$ cat src/rtl/mem_port_arbiter_if.sv
// mem_port_arbiter_if
//   Bus bundle between the two requesters (instruction fetch, load/store)
//   and the single-port memory arbiter, plus the memory-side signals.
//
//   Requester IF : if_req, if_addr -> arbiter ; if_rdata, if_ack <- arbiter
//   Requester D  : d_req, d_we, d_addr, d_wdata -> arbiter ; d_rdata, d_ack <- arbiter
//   Memory       : mem_en, mem_we, mem_addr, mem_wdata <- arbiter ; mem_rdata -> arbiter
//
//   modport master : the arbiter's view
//   modport slave  : the environment's view (requesters and memory)
`timescale 1ns/1ps
interface mem_port_arbiter_if #(
  parameter int ADDR_W = 32,
  parameter int DATA_W = 32
);
  logic              if_req;
  logic [ADDR_W-1:0] if_addr;
  logic [DATA_W-1:0] if_rdata;
  logic              if_ack;

  logic              d_req;
  logic              d_we;
  logic [ADDR_W-1:0] d_addr;
  logic [DATA_W-1:0] d_wdata;
  logic [DATA_W-1:0] d_rdata;
  logic              d_ack;

  logic              mem_en;
  logic              mem_we;
  logic [ADDR_W-1:0] mem_addr;
  logic [DATA_W-1:0] mem_wdata;
  logic [DATA_W-1:0] mem_rdata;

  modport master (
    input  if_req, if_addr, d_req, d_we, d_addr, d_wdata, mem_rdata,
    output if_rdata, if_ack, d_rdata, d_ack, mem_en, mem_we, mem_addr, mem_wdata
  );

  modport slave (
    output if_req, if_addr, d_req, d_we, d_addr, d_wdata, mem_rdata,
    input  if_rdata, if_ack, d_rdata, d_ack, mem_en, mem_we, mem_addr, mem_wdata
  );
endinterface

$ cat src/rtl/mem_port_arbiter.sv
// mem_port_arbiter
//   Shares one single-port, fixed-latency memory between instruction fetch
//   (IF) and load/store (D). D has fixed priority. Each access runs
//   IDLE -> ISSUE -> WAIT -> DONE: the grant edge registers the address and
//   controls, ISSUE pulses mem_en, WAIT counts MEM_LAT cycles and captures
//   read data on the last one, DONE pulses the winner's ack.
//
//   Ports
//     clock    : system clock, rising edge
//     reset    : synchronous, active-high
//     bus      : mem_port_arbiter_if.master (requester and memory signals)
//     busy     : high whenever the FSM is not IDLE
//     grant_d  : current or last owner, 1 = D, 0 = IF
//
//   Optional build macro ARB_STARVE_GUARD_EN: after STARVE_MAX consecutive
//   D grants made while IF was waiting, the next grant is forced to IF.
`timescale 1ns/1ps
module mem_port_arbiter #(
  parameter int ADDR_W     = 32,
  parameter int DATA_W     = 32,
  parameter int MEM_LAT    = 1,
  parameter int STARVE_MAX = 4
) (
  input  logic                clock,
  input  logic                reset,
  mem_port_arbiter_if.master  bus,
  output logic                busy,
  output logic                grant_d
);

  localparam int CNT_W = (MEM_LAT < 2) ? 1 : $clog2(MEM_LAT + 1);

  typedef enum logic [1:0] {IDLE, ISSUE, WAIT, DONE} state_t;

  state_t            state, state_nxt;
  logic [CNT_W-1:0]  lat_cnt;
  logic              grant_any;
  logic              grant_to_d;
  logic              force_if;
  logic [ADDR_W-1:0] grant_addr;

`ifdef ARB_STARVE_GUARD_EN
  localparam int STARVE_W = $clog2(STARVE_MAX + 1);
  logic [STARVE_W-1:0] starve_cnt;

  assign force_if = (starve_cnt == STARVE_W'(STARVE_MAX)) && bus.if_req;

  // Counts D grants that overtook a waiting IF; any IF grant clears it.
  always_ff @(posedge clock) begin
    if (reset) begin
      starve_cnt <= '0;
    end else if (grant_any) begin
      if (!grant_to_d)
        starve_cnt <= '0;
      else if (bus.if_req && (starve_cnt != STARVE_W'(STARVE_MAX)))
        starve_cnt <= starve_cnt + 1'b1;
    end
  end
`else
  assign force_if = 1'b0;
  wire unused_starve_max = (STARVE_MAX > 0);
`endif

  // State register.
  always_ff @(posedge clock) begin
    // NOTE: state is assigned with <= so every register in this block sees
    // the pre-edge value of every other register, as real flops would.
    if (reset) state <= IDLE;
    else       state <= state_nxt;
  end

  // Next state, grant decision and strobes.
  always_comb begin
    // NOTE: every output of this block gets a default first, so no path
    // through the case leaves a signal unassigned and infers a latch.
    state_nxt   = state;
    grant_any   = 1'b0;
    grant_to_d  = 1'b0;
    bus.mem_en  = 1'b0;
    bus.if_ack  = 1'b0;
    bus.d_ack   = 1'b0;
    busy        = (state != IDLE);
    case (state)
      IDLE: begin
        if (bus.d_req && !force_if) begin
          grant_any  = 1'b1;
          grant_to_d = 1'b1;
          state_nxt  = ISSUE;
        end else if (bus.if_req) begin
          grant_any  = 1'b1;
          state_nxt  = ISSUE;
        end
      end
      ISSUE: begin
        bus.mem_en = 1'b1;
        state_nxt  = WAIT;
      end
      WAIT: begin
        // The counter reaches zero at this edge: the read data is valid now.
        if (lat_cnt == CNT_W'(1)) state_nxt = DONE;
      end
      DONE: begin
        if (grant_d) bus.d_ack  = 1'b1;
        else         bus.if_ack = 1'b1;
        state_nxt = IDLE;
      end
      default: state_nxt = IDLE;
    endcase
    grant_addr = grant_to_d ? bus.d_addr : bus.if_addr;
  end

  // Datapath: request capture at the grant edge, latency count, read capture.
  always_ff @(posedge clock) begin
    if (reset) begin
      bus.mem_addr  <= {ADDR_W{1'b0}};
      bus.mem_we    <= 1'b0;
      bus.mem_wdata <= {DATA_W{1'b0}};
      bus.if_rdata  <= {DATA_W{1'b0}};
      bus.d_rdata   <= {DATA_W{1'b0}};
      grant_d       <= 1'b0;
      lat_cnt       <= '0;
    end else begin
      if (grant_any) begin
        grant_d       <= grant_to_d;
        bus.mem_addr  <= grant_addr;
        bus.mem_we    <= grant_to_d & bus.d_we;
        bus.mem_wdata <= bus.d_wdata;
      end
      if (state == ISSUE) begin
        lat_cnt <= CNT_W'(MEM_LAT);
      end else if (state == WAIT) begin
        lat_cnt <= lat_cnt - 1'b1;
        if ((lat_cnt == CNT_W'(1)) && !bus.mem_we) begin
          if (grant_d) bus.d_rdata  <= bus.mem_rdata;
          else         bus.if_rdata <= bus.mem_rdata;
        end
      end
    end
  end

endmodule

$ cat src/flat_wrapper.sv
// flat-port wrapper written by rule: the top's interface ports become plain ports
module mem_port_arbiter_flat 
#(
  parameter int ADDR_W     = 32,
  parameter int DATA_W     = 32,
  parameter int MEM_LAT    = 1,
  parameter int STARVE_MAX = 4
)
  (clock, reset, busy, grant_d, bus_if_req, bus_if_addr, bus_d_req, bus_d_we, bus_d_addr, bus_d_wdata, bus_mem_rdata, bus_if_rdata, bus_if_ack, bus_d_rdata, bus_d_ack, bus_mem_en, bus_mem_we, bus_mem_addr, bus_mem_wdata);
  mem_port_arbiter_if #(.ADDR_W(ADDR_W), .DATA_W(DATA_W)) bus_i ();
  input  logic clock;
  input  logic reset;
  output logic busy;
  output logic grant_d;
  input wire logic [$bits(bus_i.if_req)-1:0] bus_if_req;
  input wire logic [$bits(bus_i.if_addr)-1:0] bus_if_addr;
  input wire logic [$bits(bus_i.d_req)-1:0] bus_d_req;
  input wire logic [$bits(bus_i.d_we)-1:0] bus_d_we;
  input wire logic [$bits(bus_i.d_addr)-1:0] bus_d_addr;
  input wire logic [$bits(bus_i.d_wdata)-1:0] bus_d_wdata;
  input wire logic [$bits(bus_i.mem_rdata)-1:0] bus_mem_rdata;
  output wire logic [$bits(bus_i.if_rdata)-1:0] bus_if_rdata;
  output wire logic [$bits(bus_i.if_ack)-1:0] bus_if_ack;
  output wire logic [$bits(bus_i.d_rdata)-1:0] bus_d_rdata;
  output wire logic [$bits(bus_i.d_ack)-1:0] bus_d_ack;
  output wire logic [$bits(bus_i.mem_en)-1:0] bus_mem_en;
  output wire logic [$bits(bus_i.mem_we)-1:0] bus_mem_we;
  output wire logic [$bits(bus_i.mem_addr)-1:0] bus_mem_addr;
  output wire logic [$bits(bus_i.mem_wdata)-1:0] bus_mem_wdata;
  assign bus_i.if_req = bus_if_req;
  assign bus_i.if_addr = bus_if_addr;
  assign bus_i.d_req = bus_d_req;
  assign bus_i.d_we = bus_d_we;
  assign bus_i.d_addr = bus_d_addr;
  assign bus_i.d_wdata = bus_d_wdata;
  assign bus_i.mem_rdata = bus_mem_rdata;
  assign bus_if_rdata = bus_i.if_rdata;
  assign bus_if_ack = bus_i.if_ack;
  assign bus_d_rdata = bus_i.d_rdata;
  assign bus_d_ack = bus_i.d_ack;
  assign bus_mem_en = bus_i.mem_en;
  assign bus_mem_we = bus_i.mem_we;
  assign bus_mem_addr = bus_i.mem_addr;
  assign bus_mem_wdata = bus_i.mem_wdata;
  mem_port_arbiter #(.ADDR_W(ADDR_W), .DATA_W(DATA_W), .MEM_LAT(MEM_LAT), .STARVE_MAX(STARVE_MAX)) u_core (.clock(clock), .reset(reset), .bus(bus_i), .busy(busy), .grant_d(grant_d));
endmodule
$ cat config.mk
export PLATFORM = sky130hd
export DESIGN_NAME = mem_port_arbiter_flat
export DESIGN_NICKNAME = d
export VERILOG_FILES = /design/src/rtl/mem_port_arbiter_if.sv /design/src/rtl/mem_port_arbiter.sv /design/src/flat_wrapper.sv
export SDC_FILE = /design/constraint.sdc
export NUM_CORES = 1
export LEC_CHECK = 0
export ABC_CLOCK_PERIOD_IN_PS = 4700
export CAP_MARGIN = 40
export CORE_MARGIN = 2
export CORE_UTILIZATION = 45
export DETAILED_ROUTE_END_ITERATION = 8
export GPL_ROUTABILITY_DRIVEN = 0
export PLACE_DENSITY_LB_ADDON = 0.08
export SYNTH_ARGS = -nofsm -noshare
export SYNTH_HDL_FRONTEND = slang
export SYNTH_SLANG_ARGS = --single-unit
$ cat constraint.sdc
create_clock -name clock -period 4.7 [get_ports clock]
set_input_delay 0.47 -clock clock [delete_from_list [all_inputs] [get_ports clock]]
set_output_delay 0.47 -clock clock [all_outputs]
set_load 0.03 [all_outputs]
==> results.json <==
{
  "cts.sink_count": 133,
  "initial_core_util": 0.4651,
  "drtIter0Drc": 393,
  "grt_pass1_vias": 5238,
  "rsz0062_at_grt": "no",
  "avgRoutedWirePerCell_um": 15.79,
  "num_rows": 41,
  "postLayoutCellArea_mm2": 0.009149,
  "ys_warn_count": 0,
  "syn_inst": 597,
  "p_switching_mw": 1.494,
  "layout.nets": 982,
  "instances_no_fill": 1028,
  "final.min_clock_period_ns": 2.417,
  "min_period_over_period": 0.5142,
  "crit_slowest_cell": "clkdlybuf4s50_1",
  "die_h_um": 118.7,
  "grt_util_all_layers": 0.2304,
  "crit_type": "flip-flop to output port",
  "worstHoldStart": "u_core.bus.mem_wdata[23]",
  "powerDensity_mw_per_mm2": 461.8,
  "via_per_inst": 5.009,
  "syn_to_final_growth_pct": 54.62,
  "min_to": "u_core.bus.mem_wdata[23]",
  "overflow": 0,
  "synth_cell_types": 31,
  "maxCapViolations": 0,
  "internal-power_mw": 2.731,
  "ios": 267,
  "worst_ep_arrival_time_ns": 1.95,
  "fillerInstances": 985,
  "worstHoldPathType": "flip-flop to flip-flop",
  "reg2reg_from": "u_core.state[1]",
  "tns_ns": 0,
  "core-area_mm2": 0.01272,
  "die_area_mm2": 0.01408,
  "pwr-share-comb": 0.371,
  "reg2reg_depth": 6,
  "drv_slew": 0,
  "crit_path_end_kind": "output port",
  "critPathMaxFanout": 5,
  "cts_buffers": 17,
  "clock_skew_ns": 0.004785,
  "leakage_nw": 3.525,
  "synth_seq_cells": 133,
  "maxSlewHeadroom": 0.5865,
  "grt_pass1_wl_um": 25880,
  "final_util": 0.7191,
  "mostFrequentLayoutCell": "clkdlybuf4s50_1",
  "clockPowerShare": 0.295,
  "clock_path_buffers": 2,
  "dpl.cell_count": 996,
  "async_reset_ff_frac": 0,
  "first_pass_iters": 4,
  "root_buffer": "clkbuf_16",
  "ir_drop_v": 0.0002795,
  "p_seq_frac": 0.334,
  "setup_viol": 0,
  "rrSetupSlack_ns": 2.33,
  "crit_buf_inv": 3,
  "worst_pin_slew_ns": 0.6181,
  "fp.dieW_um": 118.7,
  "hold-path-cell-count": 2,
  "crit_family": "buffers and inverters",
  "antenna_found_initial": 0,
  "seq_area_frac_synth": 0.4500,
  "crit_chain": "inv_1 -> ha_1 -> inv_1 -> clkdlybuf4s50_1",
  "multi_input_area_mm2": 0.002900,
  "synth_edf_count": 0,
  "post_dp_cell_area_mm2": 0.008584,
  "hpwl_um": 11810,
  "htreeDepth": 4,
  "pre_cts_ws_ns": 2.273,
  "synthFlopType": "dfxtp_1",
  "fmax_mhz": 413.8,
  "drcViolationCount": 0,
  "start_kind": "flip-flop",
  "status": "finished, final reports clean",
  "cts_tree": "done",
  "synth_area_mm2": 0.005917,
  "port-buffer-count": 266,
  "drive_gt1_frac": 0.1507,
  "diodes": 0,
  "cp.required_ns": 4.23,
  "cts.repair.resized": 0,
  "insertion_delay_ns": 0.41,
  "max_stage_delay_ns": 0.71,
  "post_cts_buffers": 0,
  "r2r-end": "u_core.bus.if_rdata[22]",
  "hold_viol": 0,
  "clkTransAtPathRegs_ns": 0.05,
  "setup_ws_ns": 2.283,
  "area.sequential_mm2": 0.002663,
  "avgSynthCellArea_um2": 9.911,
  "ctsHoldBuffers": 0,
  "drt-total-wl_um": 16230,
  "netSwitchingFraction": 0.3536,
  "layout_common_cells": "265 x clkdlybuf4s50_1, 133 x dfxtp_1, 66 x nor2_1",
  "cpMostUsedCell": "inv_1",
  "ant_nets": 0,
  "vias": 5149,
  "grt_max_degree": 78,
  "synth_nets": 736
}
[power by group through the flow]
stage / Clock (mW) / Sequential [mW] / Combinational [mW]
2_1_floorplan: 0 / 1.74 / 0.685
3_5_place_dp: 0 / 1.43 / 1.57
5_1_grt: 1.32 / 1.43 / 1.68
4_1_cts: 1.27 / 1.41 / 1.58
3_3_place_gp: 0 / 1.42 / 1.52
6_report: 1.25 / 1.41 / 1.57
[synth_stat cells (6+ instances only)]
master	n	share of area
a211oi_2	28	0.059
a21oi_1	33	0.028
buf_2	18	0.015
buf_4	7	0.0089
clkbuf_1	14	0.0089
dfxtp_1	133	0.45
ha_1	6	0.013
mux2i_1	64	0.11
nand2_1	65	0.041
nand2b_1	42	0.044
nor2_1	66	0.042
o2bb2ai_1	28	0.041
or2b_2	55	0.081
[logic make-up after synthesis]
| family | count (synthesis) | share of synthesized area |
|---|---|---|
| AO/OA/AOI/OAI | 105 | 0.1499 |
| buffers and inverters | 54 | 0.06048 |
| adder cells (fa/ha/maj) | 6 | 0.01269 |
| multiplexers | 64 | 0.1083 |
| AND/OR/NAND/NOR | 235 | 0.2187 |
| flip-flops | 133 | 0.4500 |
[layer usage]
metal  GRT usage  wire (um)  up-vias
met5           0          0        -
met2      0.3983       8132      195
li1            -          -     2502
met1      0.2552       6399     2414
met4      0.1079        550        0
met3     0.07432       1144       38
[stage by stage]
step	hold WS (ns)	power, mW
floorplan	0.4853	2.423
global placement	0.4407	2.940
detailed placement	0.4455	2.999
CTS	0.4530	4.258
global route	0.4638	4.427
finish	0.4512	4.225
[worst max path at each step]
stage / from / endpoint / depth (start not counted)
after floorplan: u_core.state[1] / u_core.bus.if_rdata[0] / 7
after global placement: bus_d_req / u_core.bus.mem_addr[11] / 5
after detailed placement: bus_d_req / u_core.bus.mem_addr[25] / 6
after CTS: u_core.state[0] / busy / 4
after global routing: u_core.state[1] / u_core.bus.if_rdata[22] / 6
final: u_core.state[0] / busy / 4
[state kept, by name, summed over array words and instances (netlist names)]
signal                cells
u_core.bus.d_rdata       32
u_core.bus.mem_addr      32
u_core.bus.mem_we         1
u_core.bus.if_rdata      32
u_core.lat_cnt            1
u_core.grant_d            1
u_core.bus.mem_wdata     32
u_core.state              2
[layout make-up]
type / count / share of cell area
inverter: 5 / 0.002051
timing repair buffer: 276 / 0.3047
tap: 172 / 0.02352
clock inverter: 9 / 0.008342
clock buffer: 23 / 0.05334
multi-input combinational: 410 / 0.3170
sequential: 133 / 0.2910
[worst register-to-register path, stage by stage (launching register included)]
cell and delay (ns):
dfxtp_1 0.39, inv_1 0.11, ha_1 0.23, and4bb_1 0.34, nor2b_4 0.54, buf_4 0.44, mux2i_1 0.25
Note: power is estimated with default switching activity, not from simulation.
==> variant (same flow settings) <==
`DATA_W` is set to 32 in 3 places; all go to 64.
--- a/src/rtl/mem_port_arbiter_if.sv
+++ b/src/rtl/mem_port_arbiter_if.sv
@@ -13,3 +13,3 @@
   parameter int ADDR_W = 32,
-  parameter int DATA_W = 32
+  parameter int DATA_W = 64
 );
--- a/src/rtl/mem_port_arbiter.sv
+++ b/src/rtl/mem_port_arbiter.sv
@@ -19,3 +19,3 @@
   parameter int ADDR_W     = 32,
-  parameter int DATA_W     = 32,
+  parameter int DATA_W     = 64,
   parameter int MEM_LAT    = 1,
--- a/src/flat_wrapper.sv
+++ b/src/flat_wrapper.sv
@@ -4,3 +4,3 @@
   parameter int ADDR_W     = 32,
-  parameter int DATA_W     = 32,
+  parameter int DATA_W     = 64,
   parameter int MEM_LAT    = 1,
Ports: changed (5 resized); port bits go from 267 to 427. The function was not compared with the original's and may differ.
==> variant against the original RTL <==
Hold slack improved by 0.0013 ns; sequential cell count increased by 96; design area increased by 59%; area after synthesis increased by 58%; wire length increased by 75%; synthesized cell count increased by 65%; total power increased by 51%; worst setup slack got worse by 0.10 ns.
==> variant: results (changes against the original RTL) <==
| Metric | Value |
|---|---|
| Outcome | complete, no violations |
| Post-Layout Inst Area | 0.01450 mm² (+59%) |
| Seq pwr share | 0.366 (+0.032) |
| DP Area | 0.01369 mm² (+60%) |
| Met1 GRT Util | 0.2747 (+0.01943) |
| Uppermost layer routed | met5 |
| Max VDD drop | 0.2682 mV (-4.1%) |
| Compound-Gate Fraction of Synth Area | 0.09528 (-0.05464) |
| LEAKAGE | 5.626 nW (+60%) |
| Post-synthesis mux area share | 0.1368 (+0.02858) |
| Fin cells | 1,654 (+61%) |
| Vias in the first global route | 8,001 (+53%) |
| Routing usage on met3 | 0.07393 (-0.0003979) |
| Drt pass-1 iters | 4 (unchanged) |
| Fmax | 397.1 MHz (-4.0%) |
| CTS Buf Count | 25 (+8) |
| CTS H-tree depth | 1 (-3) |
| Share of cells above drive strength 1 | 0.04191 (-0.1088) |
| Combinational power share | 0.335 (-0.036) |
| WL met2 | 13,880 µm (+71%) |
| Critical Path AT | 2.05 ns (+0.10 ns) |
| Switching power | 2.145 mW (+44%) |
| Syn Area/Cell | 9.515 µm² (-4.0%) |
| Fillers | 1,589 (+61%) |
| Worst-Margin Slew | 0.7188 ns (+0.1007 ns) |
| Peak fanout along the critical path | 4 (-1) |
| Slowest stage cell, crit path | clkdlybuf4s50_1 |
| Clk_lat worst skew | 0.51 ns (+0.10 ns) |
| All-Layer GR Usage | 0.2466 (+0.01622) |
| Clock Path Buffers | 3 (+1) |
| Max stage delay on crit path | 0.74 ns (+0.03 ns) |
| Met2 usage | 0.4324 (+0.03406) |
| CTS-repair resized insts | 0 (unchanged) |
| CP delay by family, top | buffers and inverters |
| Metal-1 WL | 10,730 µm (+68%) |
| Post-DP HPWL | 20,400 µm (+73%) |
| Distinct cell type count after synthesis | 29 (-6.5%) |
| Post-synthesis sequential area ratio | 0.4896 (+0.03965) |
| Place WS | 2.190 ns (-0.08279 ns) |
| PortBufs | 426 (+60%) |
| Initial antenna violation count | 1 (+1) |
| Most Crowded Layer GR | met2 |
| Post-Synth Adder-Cell Area | 0.008018 (-0.004669) |
| Largest net degree at the start of global routing | 125 (+60%) |
| First-pass GRT wire length | 43,210 µm (+67%) |
| Area contributors post-synth | dfxtp_1 (49%), mux2i_1 (14%), nand2b_1 (13%) |
| Final nets | 1,572 (+60%) |
| N_diodes | 0 (unchanged) |
| DR WL met3 | 2385 µm (+110%) |
| WHS | 0.4525 ns (+0.001348 ns) |
| Wire per inst | 17.13 µm (+8.5%) |
| Vias | 8,085 (+57%) |
| Post-synth top cells | dfxtp_1 (229), nand2b_1 (194), nand2_1 (129) |
| Pwr per Cell Area | 439.9 mW/mm² (-4.7%) |
| DR iter-0 viols | 273 (-31%) |
| Clock skew | 0.009580 ns (+0.004796 ns) |
[variant: kinds of logic after synthesis]
family          Yosys count
mux                     128
fa+ha+maj                 6
buf+inv                  86
simple gates            399
flops                   229
compound gates          136
[variant: path summary, 6_finish.rpt]
kind	from	endpoint	cells after the start
max	u_core.state[0]	busy	4
min	u_core.bus.mem_wdata[5]	u_core.bus.mem_wdata[5]	2
max reg2reg	u_core.state[1]	u_core.bus.if_rdata[44]	6
min reg2reg	u_core.bus.mem_wdata[5]	u_core.bus.mem_wdata[5]	2
[variant: layout make-up]
class,instances,share of cell area
clock buffers,38,0.05271
clock inverters,4,0.003106
inverters,5,0.001294
multi-input cells,669,0.2959
flip-flops and latches,229,0.3161
well taps,270,0.02329
repair buffers,439,0.3076
[variant: worst register-to-register path: stages (launching register included)]
cell	delay, ns
dfxtp_1	0.40
inv_1	0.10
ha_1	0.22
and4bb_1	0.36
nor2b_4	0.64
buf_4	0.45
mux2i_1	0.23
